$ cat config.mk
export PLATFORM = sky130hd
export DESIGN_NAME = bcd2binary_seq
export DESIGN_NICKNAME = d
export VERILOG_FILES = /design/src/rtl/bcd2binary_seq_pkg.sv /design/src/rtl/bcd_digit_adj.sv /design/src/rtl/bcd2binary_seq.sv
export SDC_FILE = /design/constraint.sdc
export NUM_CORES = 1
export LEC_CHECK = 0
export ABC_AREA = 1
export BUFFER_PORTS_ARGS = -buffer_cell sky130_fd_sc_hd__buf_2
export CAP_MARGIN = 10
export CORE_MARGIN = 2
export CORE_UTILIZATION = 45
export CTS_CLUSTER_DIAMETER = 100
export DETAILED_ROUTE_END_ITERATION = 10
export SLEW_MARGIN = 20
export SYNTH_ARGS = -nofsm -noshare
export SYNTH_HDL_FRONTEND = slang
export SYNTH_HIERARCHICAL = 1
export SYNTH_SLANG_ARGS = --single-unit
$ cat constraint.sdc
create_clock -name clk -period 1.81 [get_ports clk]
set_input_delay 0.2715 -clock clk [delete_from_list [all_inputs] [get_ports clk]]
set_output_delay 0.2715 -clock clk [all_outputs]
set_load 0.005 [all_outputs]
$ cat src/rtl/bcd2binary_seq_pkg.sv
// Shared definitions for the BCD/binary conversion paths.
// Holds the controller state encoding and the digit constants used by
// bcd2binary_seq and its per-digit adjust cell. binary2bcd can import the
// same package.
package bcd2binary_seq_pkg;

  typedef enum logic [2:0] {
    S_IDLE  = 3'd0,
    S_CHECK = 3'd1,
    S_SHIFT = 3'd2,
    S_ADJ   = 3'd3,
    S_DONE  = 3'd4
  } state_t;

  localparam logic [3:0] BCD_MAX    = 4'd9;
  localparam logic [3:0] ADJ_THRESH = 4'd8;
  localparam logic [3:0] ADJ_SUB    = 4'd3;

endpackage

$ cat src/rtl/bcd_digit_adj.sv
// Per-digit correction for reverse double-dabble.
// After a right shift, a BCD nibble of 8 or more has picked up a binary
// weight of 8 where decimal needs 5, so 3 is taken off.
// Ports:
//   din  - nibble after the shift
//   dout - corrected nibble
module bcd_digit_adj
  import bcd2binary_seq_pkg::*;
(
  input  logic [3:0] din,
  output logic [3:0] dout
);

  // The subtract is only taken when din >= 8, so it cannot wrap.
  assign dout = (din >= ADJ_THRESH) ? (din - ADJ_SUB) : din;

endmodule

$ cat src/rtl/bcd2binary_seq.sv
// Sequential packed-BCD to binary converter (reverse double-dabble).
// The BCD digits and the growing binary result form one shift register;
// each iteration shifts it right by one and then corrects every digit that
// ended up at 8 or more. After BIN_W iterations the low part holds the
// binary value.
//
// state   | meaning
// --------+-----------------------------------------------------------
// S_IDLE  | waiting for start; captures bcd_in when it comes
// S_CHECK | reject captured digits greater than 9
// S_SHIFT | shift {bcd_r, bin_r} right by one, count the iteration
// S_ADJ   | correct all digits in parallel; finish after BIN_W shifts
// S_DONE  | one-cycle done pulse, then back to S_IDLE
//
// Ports:
//   clk     - system clock
//   clr_n   - asynchronous active-low reset
//   start   - conversion request, only looked at in S_IDLE
//   bcd_in  - packed BCD, digit 0 (ones) in bits [3:0]
//   busy    - conversion in progress
//   done    - one-cycle pulse, bin_out/err valid
//   err     - an accepted digit was above 9; held until the next result
//   bin_out - binary result, held until the next result
module bcd2binary_seq
  import bcd2binary_seq_pkg::*;
#(
  parameter int DIGITS = 2,
  parameter int BIN_W  = 7
) (
  input  logic                  clk,
  input  logic                  clr_n,
  input  logic                  start,
  input  logic [4*DIGITS-1:0]   bcd_in,
  output logic                  busy,
  output logic                  done,
  output logic                  err,
  output logic [BIN_W-1:0]      bin_out
);

  localparam int BW = 4 * DIGITS;
  localparam int CW = $clog2(BIN_W + 1);
  localparam logic [CW-1:0] CNT_LAST = CW'(BIN_W);

  if ((2 ** BIN_W) <= ((10 ** DIGITS) - 1)) begin : g_width_check
    $error("bcd2binary_seq: BIN_W too small to hold the largest DIGITS-digit value");
  end

  state_t          state_q;
  state_t          state_d;
  logic [BW-1:0]   bcd_r;
  logic [BW-1:0]   bcd_adj;
  logic [BIN_W-1:0] bin_r;
  logic [CW-1:0]   cnt;
  logic            digit_bad;

  for (genvar gi = 0; gi < DIGITS; gi++) begin : g_adj
    bcd_digit_adj u_adj (
      .din  (bcd_r[4*gi +: 4]),
      .dout (bcd_adj[4*gi +: 4])
    );
  end

  always_comb begin
    digit_bad = 1'b0;
    for (int i = 0; i < DIGITS; i++) begin
      if (bcd_r[4*i +: 4] > BCD_MAX) digit_bad = 1'b1;
    end
  end

  always_ff @(posedge clk or negedge clr_n) begin
    if (!clr_n) state_q <= S_IDLE;
    else        state_q <= state_d;
  end

  always_comb begin
    state_d = state_q;
    case (state_q)
      S_IDLE:  if (start) state_d = S_CHECK;
      S_CHECK: state_d = digit_bad ? S_DONE : S_SHIFT;
      S_SHIFT: state_d = S_ADJ;
      S_ADJ:   state_d = (cnt == CNT_LAST) ? S_DONE : S_SHIFT;
      S_DONE:  state_d = S_IDLE;
      default: state_d = S_IDLE;
    endcase
  end

  // Flags are registered from the next state so they line up exactly with
  // the state register without a decode after the flops.
  always_ff @(posedge clk or negedge clr_n) begin
    if (!clr_n) begin
      busy    <= 1'b0;
      done    <= 1'b0;
      err     <= 1'b0;
      bin_out <= '0;
      bcd_r   <= '0;
      bin_r   <= '0;
      cnt     <= '0;
    end else begin
      busy <= (state_d == S_CHECK) || (state_d == S_SHIFT) || (state_d == S_ADJ);
      done <= (state_d == S_DONE);
      case (state_q)
        S_IDLE: begin
          if (start) begin
            bcd_r <= bcd_in;
            bin_r <= '0;
            cnt   <= '0;
          end
        end
        S_CHECK: begin
          if (digit_bad) begin
            err     <= 1'b1;
            bin_out <= '0;
          end
        end
        S_SHIFT: begin
          bcd_r <= bcd_r >> 1;
          bin_r <= {bcd_r[0], bin_r[BIN_W-1:1]};
          cnt   <= cnt + 1'b1;
        end
        S_ADJ: begin
          // The correction after the final shift is harmless: only bin_r
          // is used from here on.
          bcd_r <= bcd_adj;
          if (cnt == CNT_LAST) begin
            bin_out <= bin_r;
            err     <= 1'b0;
          end
        end
        default: ;
      endcase
    end
  end

endmodule

==> metrics.txt <==
# TYPE chip_impl_metric gauge
chip_impl_metric{name="rows",unit=""} 21
chip_impl_metric{name="fin_skew",unit="ns"} 0.01238
chip_impl_info{name="layout.cells.most_common",value="sky130_fd_sc_hd__nand2_1"} 1
chip_impl_metric{name="clock_tree.htree_level_count",unit=""} 2
chip_impl_info{name="endpoint_kind",value="flop"} 1
chip_impl_metric{name="post-route-drc-count",unit=""} 0
chip_impl_metric{name="dr.first_iter.drc_count",unit=""} 68
chip_impl_metric{name="areaGrowthSynthToFinish",unit="%"} 15.73
chip_impl_metric{name="via_count_of_the_first_global_routing_pass",unit=""} 1281
chip_impl_metric{name="power.density_cell_area",unit="nW/um^2"} 1729
chip_impl_metric{name="detail_route.wl_per_cell",unit="um"} 11.63
chip_impl_metric{name="insertedDiodeCount",unit=""} 0
chip_impl_metric{name="max_slew.worst_pin.slew",unit="ns"} 0.6615
chip_impl_metric{name="core_region_area",unit="um^2"} 3416
chip_impl_metric{name="clock_path_buffers",unit=""} 2
chip_impl_metric{name="totalNegativeSetupSlack",unit="ns"} 0
chip_impl_metric{name="grt_pass1_wl",unit="um"} 5920
chip_impl_metric{name="maxCapViolations",unit=""} 0
chip_impl_metric{name="timing.final.crit_share",unit="%"} 80.75
chip_impl_metric{name="worstPathMaxFanout",unit=""} 7
chip_impl_metric{name="final_cells",unit=""} 285
chip_impl_metric{name="dr_total_vias",unit=""} 1421
chip_impl_metric{name="gp_routability_congestion",unit=""} 0.7645
chip_impl_info{name="layout_common_cells",value="65 x sky130_fd_sc_hd__nand2_1, 49 x sky130_fd_sc_hd__nand3_1, 31 x sky130_fd_sc_hd__dfrtp_1"} 1
chip_impl_metric{name="total_power",unit="mW"} 3.296
chip_impl_metric{name="hold_viol",unit=""} 0
chip_impl_metric{name="timing.critical_path.required",unit="ns"} 2.09
chip_impl_metric{name="clock_sinks",unit=""} 31
chip_impl_info{name="timing.critical_path.from",value="cnt[0]"} 1
chip_impl_metric{name="fp.dieW",unit="um"} 64.49
chip_impl_metric{name="synthesis.yosys.warnings",unit=""} 6
chip_impl_metric{name="antenna_violating_nets_post_route",unit=""} 0
chip_impl_metric{name="max-slew-margin-rel",unit="%"} 55.90
chip_impl_metric{name="time_the_final_worst_path_needs_with_i_o_delays_and_setup",unit="ns"} 1.462
chip_impl_info{name="critical_path_class",value="flop to flop"} 1
chip_impl_metric{name="placed_cells_incl_taps",unit=""} 276
chip_impl_metric{name="die_height",unit="um"} 64.49
chip_impl_metric{name="ff2ff_setup_slack",unit="ns"} 0.35
chip_impl_info{name="root_buffer",value="sky130_fd_sc_hd__clkbuf_4"} 1
chip_impl_metric{name="worstSkewPairLatency",unit="ns"} 0.34
chip_impl_metric{name="synth_top_cell_area_share",unit="%"} 47.11
chip_impl_metric{name="placedInstanceArea",unit="um^2"} 1809
chip_impl_info{name="worstHoldPathType",value="primary input to flop"} 1
chip_impl_metric{name="cts_hold_buffers",unit=""} 1
chip_impl_metric{name="final_layout_size_suffix_gt1_share",unit="%"} 17.15
chip_impl_info{name="netlist_top_cells_area",value="sky130_fd_sc_hd__dfrtp_1 47%, sky130_fd_sc_hd__nand3_1 15%, sky130_fd_sc_hd__nand2_1 15%"} 1
chip_impl_metric{name="number_of_buffers_inserted_during_clock_tree_synthesis",unit=""} 5
chip_impl_metric{name="setup_viol_count_final",unit=""} 0
chip_impl_metric{name="firstDrtPassIters",unit=""} 4
chip_impl_metric{name="post_syn_instances",unit=""} 210
chip_impl_metric{name="design.die.area",unit="um^2"} 4159
chip_impl_info{name="cts_tree",value="yes"} 1
chip_impl_info{name="critPathLaunchType",value="flop"} 1
chip_impl_metric{name="global_route.overflow_total",unit=""} 0
chip_impl_metric{name="worst-endpoint-arrival",unit="ns"} 1.74
chip_impl_metric{name="top_level_ports",unit=""} 21
chip_impl_metric{name="grt_max_degree",unit=""} 32
chip_impl_metric{name="dpl.hpwl",unit="um"} 2406
chip_impl_metric{name="buffer_ports.inserted",unit=""} 20
chip_impl_metric{name="vdd.ir_drop.worst",unit="mV"} 0.9232
chip_impl_metric{name="syn_avg_cell_area",unit="um^2"} 7.841
chip_impl_info{name="r2r-start",value="cnt[0]"} 1
chip_impl_metric{name="timing.final.max_slew_violations",unit=""} 0
chip_impl_metric{name="ys_seq_area_share",unit="%"} 47.11
chip_impl_metric{name="layout.nets",unit=""} 255
chip_impl_metric{name="grt_antenna_before_repair",unit=""} 0
chip_impl_metric{name="via_per_inst",unit=""} 4.986
chip_impl_metric{name="post_cts_repair_setup_buffers",unit=""} 0
chip_impl_metric{name="postSynthNetCount",unit=""} 227
chip_impl_info{name="rr_endpoint",value="bin_out[0]"} 1
chip_impl_metric{name="timing.reg2reg.worst_path_depth",unit=""} 6
chip_impl_info{name="yosys.area.top_type",value="sky130_fd_sc_hd__dfrtp_1"} 1
chip_impl_metric{name="cts_resizes",unit=""} 0
chip_impl_metric{name="globalRouteTotalUtil",unit="%"} 18.94
chip_impl_metric{name="detail_route.wirelength",unit="um"} 3315
chip_impl_info{name="outcome",value="finished clean"} 1
chip_impl_metric{name="static-leakage-power",unit="nW"} 1.021
chip_impl_info{name="rsz_0062_raised_after_global_routing",value="no"} 1
chip_impl_metric{name="count_of_distinct_cell_types_in_the_synthesized_netlist",unit=""} 21
chip_impl_metric{name="postLayoutCellArea",unit="um^2"} 1906
chip_impl_metric{name="cts.clk_slew.worst_paths",unit="ns"} 0.10
chip_impl_metric{name="ys_seq_elements",unit=""} 31
chip_impl_metric{name="finalCoreUtilization",unit="%"} 55.79
chip_impl_info{name="critical_path.endpoint",value="bin_out[0]"} 1
chip_impl_metric{name="syn-cell-area",unit="um^2"} 1647
chip_impl_metric{name="floorplan.initialDensity",unit="%"} 48.21
chip_impl_metric{name="fmax",unit="GHz"} 0.6842
Yosys cell counts:
cell type / instances
sky130_fd_sc_hd__buf_2: 2
sky130_fd_sc_hd__nor2_1: 8
sky130_fd_sc_hd__nor2_4: 2
sky130_fd_sc_hd__inv_2: 3
sky130_fd_sc_hd__nand2_4: 1
sky130_fd_sc_hd__ha_1: 6
sky130_fd_sc_hd__nand3_1: 49
sky130_fd_sc_hd__o21ai_0: 9
sky130_fd_sc_hd__nand2_2: 1
sky130_fd_sc_hd__nand4_1: 2
sky130_fd_sc_hd__nand2_1: 65
sky130_fd_sc_hd__a21oi_1: 1
sky130_fd_sc_hd__dfrtp_1: 31
sky130_fd_sc_hd__o21ai_1: 3
sky130_fd_sc_hd__xor2_1: 2
sky130_fd_sc_hd__buf_4: 2
sky130_fd_sc_hd__clkinv_1: 1
sky130_fd_sc_hd__inv_1: 18
sky130_fd_sc_hd__a21boi_1: 2
sky130_fd_sc_hd__nor2_2: 1
sky130_fd_sc_hd__nand4_2: 1
power by group:
part	leakage (nW)	internal, mW	switching (mW)	total (mW)
Sequential	0.403	0.973	0.258	1.23
Clock	0.0482	0.326	0.244	0.570
Combinational	0.569	0.541	0.954	1.49
Total	1.02	1.84	1.46	3.30
routing by layer:
| layer | track usage [%] | wire length [um] | up-vias |
|---|---|---|---|
| met3 | 6.771 | 190 | 6 |
| met5 | 0 | 0 | - |
| met2 | 26.04 | 1370 | 47 |
| li1 | - | - | 736 |
| met4 | 7.181 | 33 | 0 |
| met1 | 27.30 | 1722 | 632 |
layout make-up:
cell class / instances / area (um^2)
clock buffer: 6 / 51.30
clock inverter: 2 / 35.03
fill: 330 / 1510
inverter: 22 / 82.58
multi-input combinational: 153 / 763.2
sequential: 31 / 775.7
tap: 46 / 57.56
timing repair buffer: 25 / 140.1
how the worst min path moves through the flow:
stage	from	end	depth (start not counted)
after detailed placement	clr_n	bcd_r[6]	1
after CTS	bcd_in[4]	bcd_r[4]	5
final	bcd_in[2]	bcd_r[2]	5
after floorplan	clr_n	bcd_r[0]	0
after global placement	clr_n	bcd_r[5]	1
after global routing	bcd_in[6]	bcd_r[6]	5
flip-flops by register name (all words and copies together) (netlist names):
register  cells
busy          1
bin_r         7
err           1
bcd_r         8
state_q       3
cnt           3
bin_out       7
done          1
stage by stage:
| stage | hold WS, ns | setup slack [ns] |
|---|---|---|
| floorplan | -0.02409 | 0.5498 |
| global placement | 0.3353 | 0.4150 |
| detailed placement | 0.3522 | 0.3816 |
| CTS | 0.2436 | 0.3569 |
| global route | 0.2463 | 0.1494 |
| finish | 0.2514 | 0.3484 |
worst max-delay path, cell delays in order (launching register included):
cell	delay (ns)
sky130_fd_sc_hd__dfrtp_1	0.38
sky130_fd_sc_hd__ha_1	0.15
sky130_fd_sc_hd__ha_1	0.17
sky130_fd_sc_hd__inv_1	0.06
sky130_fd_sc_hd__a21oi_1	0.41
sky130_fd_sc_hd__nand3_1	0.15
sky130_fd_sc_hd__nand2_1	0.09
cell families (layout without fill, tap and decap cells):
family,after synthesis,after routing,share of synthesized area [%]
simple gates,130,130,35.87
compound gates,15,15,4.862
buf+inv,26,55,6.534
xor+xnor,2,2,1.064
flops,31,31,47.11
fa+ha+maj,6,6,4.559
(Power assumes the default switching activity.)
